<file path="src/rtl/branch_resolve_unit_pkg.sv">
// Shared types and constants for the branch resolve unit: condition codes,
// FSM states and the program labels used as branch targets.
package branch_resolve_unit_pkg;

  localparam int COND_W = 3;

  typedef enum logic [COND_W-1:0] {
    EQ  = 3'd0,
    NE  = 3'd1,
    LT  = 3'd2,
    GE  = 3'd3,
    LTU = 3'd4,
    GEU = 3'd5
  } br_cond_e;

  typedef enum logic {
    IDLE  = 1'b0,
    FLUSH = 1'b1
  } state_e;

  // Program labels of the reference program, as byte addresses.
  localparam int unsigned MAIN    = 4;
  localparam int unsigned LOOP    = 16;
  localparam int unsigned SUMA    = 56;
  localparam int unsigned SUMAAUX = 80;
  localparam int unsigned DONE    = 112;
  localparam int unsigned EXIT    = 128;

endpackage

</file>
<file path="src/rtl/branch_resolve_unit_if.sv">
// Decode/fetch-side bundle of the branch resolve unit. The master drives branch
// requests and stall; the slave (the unit) returns PC and redirect status.
interface branch_resolve_unit_if
  import branch_resolve_unit_pkg::*;
#(
  parameter int DATA_W = 8,
  parameter int PC_W   = 8,
  parameter int CNT_W  = 16
);

  logic              stall;
  logic              br_valid;
  logic              br_ready;
  logic [COND_W-1:0] br_cond;
  logic              op2_sel;
  logic [DATA_W-1:0] rs1_val;
  logic [DATA_W-1:0] rs2_val;
  logic [DATA_W-1:0] imm;
  logic [PC_W-1:0]   target;
  logic [PC_W-1:0]   pc;
  logic              taken;
  logic              flush;
  logic [CNT_W-1:0]  taken_count;

  modport master (
    output stall, br_valid, br_cond, op2_sel, rs1_val, rs2_val, imm, target,
    input  br_ready, pc, taken, flush, taken_count
  );

  modport slave (
    input  stall, br_valid, br_cond, op2_sel, rs1_val, rs2_val, imm, target,
    output br_ready, pc, taken, flush, taken_count
  );

endinterface

</file>
<file path="src/rtl/branch_resolve_unit_compare.sv">
// Combinational branch condition evaluation: signed and unsigned compares of
// two DATA_W operands. Reserved condition codes never take.
module branch_compare
  import branch_resolve_unit_pkg::*;
#(
  parameter int DATA_W = 8
) (
  input  logic [COND_W-1:0] cond,
  input  logic [DATA_W-1:0] op1,
  input  logic [DATA_W-1:0] op2,
  output logic              take
);

  logic signed [DATA_W-1:0] op1_s;
  logic signed [DATA_W-1:0] op2_s;

  assign op1_s = $signed(op1);
  assign op2_s = $signed(op2);

  always_comb begin
    take = 1'b0;
    case (cond)
      EQ:      take = (op1 == op2);
      NE:      take = (op1 != op2);
      LT:      take = (op1_s < op2_s);
      GE:      take = (op1_s >= op2_s);
      LTU:     take = (op1 < op2);
      GEU:     take = (op1 >= op2);
      default: take = 1'b0;
    endcase
  end

endmodule

</file>
<file path="src/rtl/branch_resolve_unit.sv">
// Fetch PC owner and conditional branch resolver. A taken branch redirects the
// PC one cycle after acceptance and then holds flush high for FLUSH_CYCLES.
module branch_resolve_unit
  import branch_resolve_unit_pkg::*;
#(
  parameter int DATA_W       = 8,
  parameter int PC_W         = 8,
  parameter int PC_STEP      = 4,
  parameter int RESET_PC     = 4,
  parameter int FLUSH_CYCLES = 2,
  parameter int CNT_W        = 16
) (
  input logic                  clk,
  input logic                  rst_n,
  branch_resolve_unit_if.slave bus
);

  localparam logic [PC_W-1:0] PC_INC     = PC_W'(PC_STEP);
  localparam logic [PC_W-1:0] PC_RST     = PC_W'(RESET_PC);
  localparam logic [3:0]      FLUSH_INIT = 4'(FLUSH_CYCLES - 1);

  function automatic logic [CNT_W-1:0] sat_inc(input logic [CNT_W-1:0] v);
    return (&v) ? v : v + CNT_W'(1);
  endfunction

  // Stage 0: operand select, compare and acceptance (combinational)
  logic [DATA_W-1:0] op2_p0;
  logic              take_p0;
  logic              accept_p0;
  logic              ready_p0;

  // Stage 1: registered PC, FSM and status
  state_e            state_p1, state_d;
  logic [3:0]        fcnt_p1, fcnt_d;
  logic [PC_W-1:0]   pc_p1, pc_d;
  logic              taken_p1, taken_d;
  logic [CNT_W-1:0]  cnt_p1, cnt_d;

  assign op2_p0    = bus.op2_sel ? bus.imm : bus.rs2_val;
  assign ready_p0  = (state_p1 == IDLE) && !bus.stall;
  assign accept_p0 = bus.br_valid && ready_p0;

  branch_compare #(
    .DATA_W (DATA_W)
  ) u_compare (
    .cond (bus.br_cond),
    .op1  (bus.rs1_val),
    .op2  (op2_p0),
    .take (take_p0)
  );

  always_comb begin
    state_d = state_p1;
    fcnt_d  = fcnt_p1;
    pc_d    = pc_p1;
    taken_d = 1'b0;
    cnt_d   = cnt_p1;
    case (state_p1)
      IDLE: begin
        if (accept_p0 && take_p0) begin
          pc_d    = bus.target;
          taken_d = 1'b1;
          cnt_d   = sat_inc(cnt_p1);
          state_d = FLUSH;
          fcnt_d  = FLUSH_INIT;
        end else if (!bus.stall) begin
          pc_d = pc_p1 + PC_INC;
        end
      end
      FLUSH: begin
        if (!bus.stall) begin
          pc_d = pc_p1 + PC_INC;
        end
        // The flush window is time-based, so the countdown ignores stall.
        if (fcnt_p1 == 4'd0) begin
          state_d = IDLE;
          fcnt_d  = 4'd0;
        end else begin
          fcnt_d = fcnt_p1 - 4'd1;
        end
      end
      default: begin
        state_d = IDLE;
        fcnt_d  = 4'd0;
      end
    endcase
  end

  always_ff @(posedge clk) begin
    if (!rst_n) begin
      state_p1 <= IDLE;
      fcnt_p1  <= 4'd0;
      pc_p1    <= PC_RST;
      taken_p1 <= 1'b0;
      cnt_p1   <= '0;
    end else begin
      state_p1 <= state_d;
      fcnt_p1  <= fcnt_d;
      pc_p1    <= pc_d;
      taken_p1 <= taken_d;
      cnt_p1   <= cnt_d;
    end
  end

  assign bus.br_ready    = ready_p0;
  assign bus.pc          = pc_p1;
  assign bus.taken       = taken_p1;
  assign bus.flush       = (state_p1 == FLUSH);
  assign bus.taken_count = cnt_p1;

endmodule

</file>
<file path="src/flat_wrapper.sv">
// flat-port wrapper written by rule: the top's interface ports become plain ports
module branch_resolve_unit_flat import branch_resolve_unit_pkg::*;
#(
  parameter int DATA_W       = 8,
  parameter int PC_W         = 8,
  parameter int PC_STEP      = 4,
  parameter int RESET_PC     = 4,
  parameter int FLUSH_CYCLES = 2,
  parameter int CNT_W        = 16
)
  (clk, rst_n, bus_stall, bus_br_valid, bus_br_cond, bus_op2_sel, bus_rs1_val, bus_rs2_val, bus_imm, bus_target, bus_br_ready, bus_pc, bus_taken, bus_flush, bus_taken_count);
  branch_resolve_unit_if #(.DATA_W(DATA_W), .PC_W(PC_W), .CNT_W(CNT_W)) bus_i ();
  input logic clk;
  input logic rst_n;
  input wire logic [$bits(bus_i.stall)-1:0] bus_stall;
  input wire logic [$bits(bus_i.br_valid)-1:0] bus_br_valid;
  input wire logic [$bits(bus_i.br_cond)-1:0] bus_br_cond;
  input wire logic [$bits(bus_i.op2_sel)-1:0] bus_op2_sel;
  input wire logic [$bits(bus_i.rs1_val)-1:0] bus_rs1_val;
  input wire logic [$bits(bus_i.rs2_val)-1:0] bus_rs2_val;
  input wire logic [$bits(bus_i.imm)-1:0] bus_imm;
  input wire logic [$bits(bus_i.target)-1:0] bus_target;
  output wire logic [$bits(bus_i.br_ready)-1:0] bus_br_ready;
  output wire logic [$bits(bus_i.pc)-1:0] bus_pc;
  output wire logic [$bits(bus_i.taken)-1:0] bus_taken;
  output wire logic [$bits(bus_i.flush)-1:0] bus_flush;
  output wire logic [$bits(bus_i.taken_count)-1:0] bus_taken_count;
  assign bus_i.stall = bus_stall;
  assign bus_i.br_valid = bus_br_valid;
  assign bus_i.br_cond = bus_br_cond;
  assign bus_i.op2_sel = bus_op2_sel;
  assign bus_i.rs1_val = bus_rs1_val;
  assign bus_i.rs2_val = bus_rs2_val;
  assign bus_i.imm = bus_imm;
  assign bus_i.target = bus_target;
  assign bus_br_ready = bus_i.br_ready;
  assign bus_pc = bus_i.pc;
  assign bus_taken = bus_i.taken;
  assign bus_flush = bus_i.flush;
  assign bus_taken_count = bus_i.taken_count;
  branch_resolve_unit #(.DATA_W(DATA_W), .PC_W(PC_W), .PC_STEP(PC_STEP), .RESET_PC(RESET_PC), .FLUSH_CYCLES(FLUSH_CYCLES), .CNT_W(CNT_W)) u_core (.clk(clk), .rst_n(rst_n), .bus(bus_i));
endmodule
</file>
<file path="config.mk">
export PLATFORM = sky130hd
export DESIGN_NAME = branch_resolve_unit_flat
export DESIGN_NICKNAME = d
export VERILOG_FILES = /design/src/rtl/branch_resolve_unit_pkg.sv /design/src/rtl/branch_resolve_unit_if.sv /design/src/rtl/branch_resolve_unit_compare.sv /design/src/rtl/branch_resolve_unit.sv /design/src/flat_wrapper.sv
export SDC_FILE = /design/constraint.sdc
export NUM_CORES = 1
export LEC_CHECK = 0
export BUFFER_PORTS_ARGS = -buffer_cell sky130_fd_sc_hd__buf_2
export CORE_MARGIN = 4
export CORE_UTILIZATION = 29
export DETAILED_ROUTE_END_ITERATION = 8
export MAX_ROUTING_LAYER = met4
export SLEW_MARGIN = 25
export SYNTH_ARGS = -nofsm -noshare
export SYNTH_HDL_FRONTEND = slang
export SYNTH_HIERARCHICAL = 1
export SYNTH_SLANG_ARGS = --single-unit
</file>
<file path="constraint.sdc">
create_clock -name clk -period 4.85 [get_ports clk]
set_input_delay 0.7275 -clock clk [delete_from_list [all_inputs] [get_ports clk]]
set_output_delay 0.7275 -clock clk [all_outputs]
set_load 0.01 [all_outputs]
</file>
# Word level (Yosys, flattened, before mapping)
# Cells that the tools add are included.
# classes
n_addsub	3
multipliers	0
n_div	0
n_lt_le_gt_ge	4
n_eq_ne	8
n_shift	0
mux	11
bitwise_logic	3
n_reduce_logical	9
# op_table
op	n
2-to-1 mux 8 bit	3
adder 16 x 1 -> 16 bit, second input constant	1
greater-or-equal comparator 8 bit	2
< comparator 8 bit	2
one-hot mux 8 bit (2 select lines)	1
AND reduction 16 bit	1
adder 8 x 3 -> 8 bit, second input constant	1
equality test 8 bit	1
2-to-1 mux 4 bit	2
!= test 8 bit	1
one-hot mux 4 bit (2 select lines)	1
equality test 3 x 2 -> 1 bit, second input constant	2
equality test 3 bit, second input constant	2
one-hot mux 1 bit (6 select lines)	1
logical NOT 4 bit	1
subtractor 4 x 1 -> 4 bit, second input constant	1
equality test 3 x 1 -> 1 bit, second input constant	1
logical AND 1 bit	3
logical NOT 3 bit	1
NOT 1 bit	3
AND reduction 3 bit	1
2-to-1 mux 1 bit	2
!= test 2 bit, second input constant	1
one-hot mux 1 bit (2 select lines)	1
2 further kinds	2
# word_totals
regBits	30
latchBits	0
ram_bits	0
romBits	0
inputBits	40
out_inout_bits	27
elab_cells	43
mem_count	0

# Depth between registers and ports, before layout
# depth
depth_word	6
ltp_mapped	16
mapped_depth_nobuf	13

# Hierarchy
# The synthesis kept the hierarchy.
# modules_own_cells
mod	instances	cells_each	area_each_um2
branch_resolve_unit	1	192	1641.6
branch_compare	1	40	287.8

# Worst setup path after synthesis
# OpenSTA, ideal clock, no wires.
# synth_timing
kind	input -> register
startpoint	input bus_op2_sel
endpoint	register u_core.cnt_p1[7] (netlist: u_core/bus.taken_count[7])
setup_time_ns	0.070
t_arrival_ns	3.750
setup_slack_ns	1.030
cell_stages	15
n_path_buf	2
path_cell_list	clkbuf_1 -> mux2_2 -> inv_1 -> ha_1 -> a21oi_1 -> nor2_1 -> a211oi_2 -> nor2b_1 -> o311ai_1 -> a31oi_1 -> nand4bb_1 -> buf_2 -> or3_4 -> or4_1 -> a21oi_1
# synth_via
elab_chain_cells	5
elab_cells_between_ends	10
cone_classes	order compare (4); eq/ne (2); mux (2); reduce/logical (2)
# synth_lines
item	line_no	rtl
start, declared	flat_wrapper.sv:18	input wire logic [$bits(bus_i.op2_sel)-1:0] bus_op2_sel;
2-to-1 mux 8 bit *	branch_resolve_unit.sv:39	assign op2_p0 = bus.op2_sel ? bus.imm : bus.rs2_val;
net u_core.op2_p0[5]	branch_resolve_unit.sv:27	logic [DATA_W-1:0] op2_p0;
greater-or-equal comparator 8 bit (tied with other cells)	branch_resolve_unit_compare.sv:28	GEU: take = (op1 >= op2);
one-hot mux 1 bit (6 select lines) *	branch_resolve_unit_compare.sv:22	case (cond)
net u_core.take_p0	branch_resolve_unit.sv:28	logic take_p0;
logical AND 1 bit *	branch_resolve_unit.sv:60	if (accept_p0 && take_p0) begin
AND reduction 3 bit (no source line) *	-	
end signal, assigned	branch_resolve_unit.sv:101	cnt_p1 <= cnt_d;
end, declared	branch_resolve_unit.sv:37	logic [CNT_W-1:0] cnt_p1, cnt_d;
# Mark *: on every way through the listed nets, which the timed path passes. The rest lies on a longest branch.
# A chain may end at the register's enable or synchronous reset.

# Worst setup path in the final report
# layout_timing
startpoint	input bus_op2_sel
endpoint	register u_core.cnt_p1[13] (netlist: u_core/bus.taken_count[13])
# Same word-level chain as after synthesis.

==> summary.txt <==
Status
  • Outcome: complete, no violations

Timing
  • RSZ-0062 raised after global routing: false
  • Hold slack: 459 ps
  • Period utilization: 77.9%
  • Final setup viols: 0
  • Pins Over Slew Limit: 0
  • Worst slew margin: 50.1%
  • Worst Tran Pin Value: 748 ps
  • Max Freq: 0.265 GHz
  • Final hold vios: 0
  • Fin Setup TNS: 0 ps
  • Clock skew: 6.17 ps
  • Period minus WS final: 3780 ps

Finish
  • Final Non-Filler Cells: 372
  • Register area: 601 µm²
  • Layout area overhead: 25.0%
  • Layout cell share with drive strength beyond 1: 30.8%
  • Area occupied by multi-input gates: 0.00122 mm²
  • Fillers: 702
  • ANT cells: 0
  • Post-layout util: 37.5%
  • Final net count: 346

CTS
  • CTS clk-pin slew, worst paths: 70 ps
  • Post-CTS Setup Bufs: 0
  • Post-CTS resize count: 0
  • Clock Path Buffers: 2
  • H-tree levels: 2
  • TritonCTS clock tree: done
  • CTS Root Cell: clkbuf_8
  • CTS buffer count: 5
  • Clock sink count: 30
  • Latest clock arrival within the worst-skew pair: 280 ps
  • CTS Hold Buffers Added: 0

Floorplan
  • Core box area: 0.00642 mm²
  • Die height: 89.6 µm
  • Top Ports: 67
  • Core Rows: 29
  • Starting Density: 30.0%
  • DIE AREA: 0.00802 mm²
  • Die width: 89.6 µm

Synthesis
  • Synthesized area per cell: 8.32 µm²
  • Synth cell types: 53
  • Post-Syn Instances: 232
  • Synth top area cells: dfxtp_1 31%, ha_1 7.8%, mux2_2 4.7%
  • Post-synth EDFFs: 0
  • Syn_nets: 284
  • Leading area contributor after synthesis: dfxtp_1
  • Sequential fraction of the synthesis area: 31.1%
  • Synthesized area: 0.00193 mm²
  • Yosys top cell area share: 31.1%
  • Main flop type after synthesis: dfxtp_1
  • Ys async rst share: 0%
  • Synth warn: 6
  • Seq cells post-synth: 30

Place
  • Cells after DPL: 364
  • Hpwl dp: 3960 µm
  • GPL Wtd Cong: 0.827
  • I/O Buffers: 66

Routing
  • 1st-pass router iterations: 4
  • Total number of vias: 1934
  • Initial detailed-routing violation count: 91
  • Routed len/inst: 13.8 µm
  • DRC Markers: 0
  • Routed Antenna Nets: 0
  • WL final: 5130 µm
  • Vias/cell: 5.20

Setup path
  • Critical path cell sequence: buf_2 > mux2_2 > inv_1 > ha_1 > a21oi_1 > nor2_1 > a211oi_2 > nor2b_1 > o311ai_1 > a31oi_1 > nand4bb_1 > buf_4 > nor3_1 > nand4_1 > nor3b_1
  • CP max FO: 22
  • Crit start category: input port
  • Cells on worst reg2reg path: 5
  • CP required: 4990 ps
  • CP arrival: 3920 ps
  • Worst path max stage delay: 540 ps
  • CP Capture Type: flop
  • Crit-path slowest cell: nor3_1
  • Crit path kind: input port to flop

Power and ir drop
  • Power density over cell area: 241 mW/mm²
  • Leakage power: 1.05 nW
  • Worst vdd ir: 0.0928 mV

Worst hold path
  • Hold Path Depth: 2
  • Min-delay worst type: flop to flop

Job
  • Max Cap Violations: 0

Global route
  • First-pass GRT wire length: 8230 µm
  • Overflow after GRT: 0
  • Initial antenna violation count: 0
  • Global-route total usage across every layer: 13.3%
  • Vias in the first global route: 1811
  • Largest net degree at the start of global routing: 23
-- flip-flops by register name, summed over array words and instances (netlist names) --
signal                  count
u_core/bus.flush            1
u_core/bus.pc               8
u_core/bus.taken            1
u_core/bus.taken_count     16
u_core/fcnt_p1              4
-- final timing paths --
kind                                          startpoint                                      end  slack [ps]
setup / recovery                             bus_op2_sel  u_core/bus.taken_count[13]$_SDFFE_PN0P_        1070
hold / removal             u_core/bus.pc[1]$_SDFFE_PN0P_            u_core/bus.pc[1]$_SDFFE_PN0P_         460
setup reg to reg  u_core/bus.taken_count[0]$_SDFFE_PN0P_   u_core/bus.taken_count[8]$_SDFFE_PN0P_        2790
hold reg to reg            u_core/bus.pc[1]$_SDFFE_PN0P_            u_core/bus.pc[1]$_SDFFE_PN0P_         460
-- power breakdown --
| part | leakage (nW) | internal, mW | switching [mW] |
|---|---|---|---|
| combinational | 0.758 | 0.0531 | 0.0554 |
| sequential | 0.243 | 0.256 | 0.0104 |
| clock | 0.0482 | 0.114 | 0.0910 |
| total | 1.05 | 0.424 | 0.157 |
-- worst max-delay path: cells and delay by family --
kind	cells	cell delay [ps]
simple gates	6	1400
compound gates	4	670
buf+inv	3	530
mux	1	350
fa+ha+maj	1	240
-- cell usage after synthesis, drive strengths merged, types with 2 or more instances --
cell    instances
nor3b           2
mux2i           5
or3             3
dfxtp          30
o311ai          2
a31oi           3
nand3          10
nor3            7
xnor2           3
and3            2
a211oi          8
o21ai           3
a21oi          16
xor2            3
buf             2
nand2          18
ha             12
or4             2
o211ai          5
and4            3
clkbuf         11
nor2           18
nand2b          4
o31ai           3
o41ai           3
mux2            8
nor2b           4
nand4           8
inv            15
nor4            2
-- cells by family after synthesis --
logic type / after synthesis / share of synthesized area, %
xor+xnor: 6 / 2.72
compound gates: 52 / 18.9
fa+ha+maj: 12 / 7.78
mux: 13 / 7.26
simple gates: 91 / 26.3
flops: 30 / 31.1
buf+inv: 28 / 5.90
-- placed cells by master, fill, tap and decap left out, types with 4 or more instances in the layout --
master     n
nand3_1   10
mux2_2     8
ha_1      12
mux2i_1    5
nand4_1    7
a21oi_1   16
nor2b_1    4
nand2_1   18
o211ai_1   5
nor3_1     7
buf_2     66
inv_1     15
nor2_1    17
a211oi_1   7
dfxtp_1   30
nand2b_1   4
clkbuf_8   6
-- metal layers --
metal / vias to the layer above / global-route usage, % / routed length, µm
met5: - / - / 0
li1: 986 / - / -
met1: 908 / 15.7 / 2320
met2: 38 / 22.3 / 2570
met3: 2 / 3.04 / 216
met4: 0 / 4.19 / 27
-- through the flow --
stage | total power [mW] | instance area (µm²) | worst slack [ps]
floorplan | 0.340 | 1930 | 1030
global placement | 0.378 | 2320 | 938
detailed placement | 0.381 | 2320 | 792
CTS | 0.590 | 2410 | 1100
global route | 0.616 | 2410 | 686
finish | 0.580 | 2410 | 1070
-- layout make-up --
cell class	count	share of cell area (%)
clock buffers	7	3.58
clock inverters	1	0.208
inverters	15	2.34
multi-input cells	174	50.6
flip-flops and latches	30	24.9
well taps	77	4.00
repair buffers	68	14.3
No activity file was read; power rests on OpenSTA's default activity.
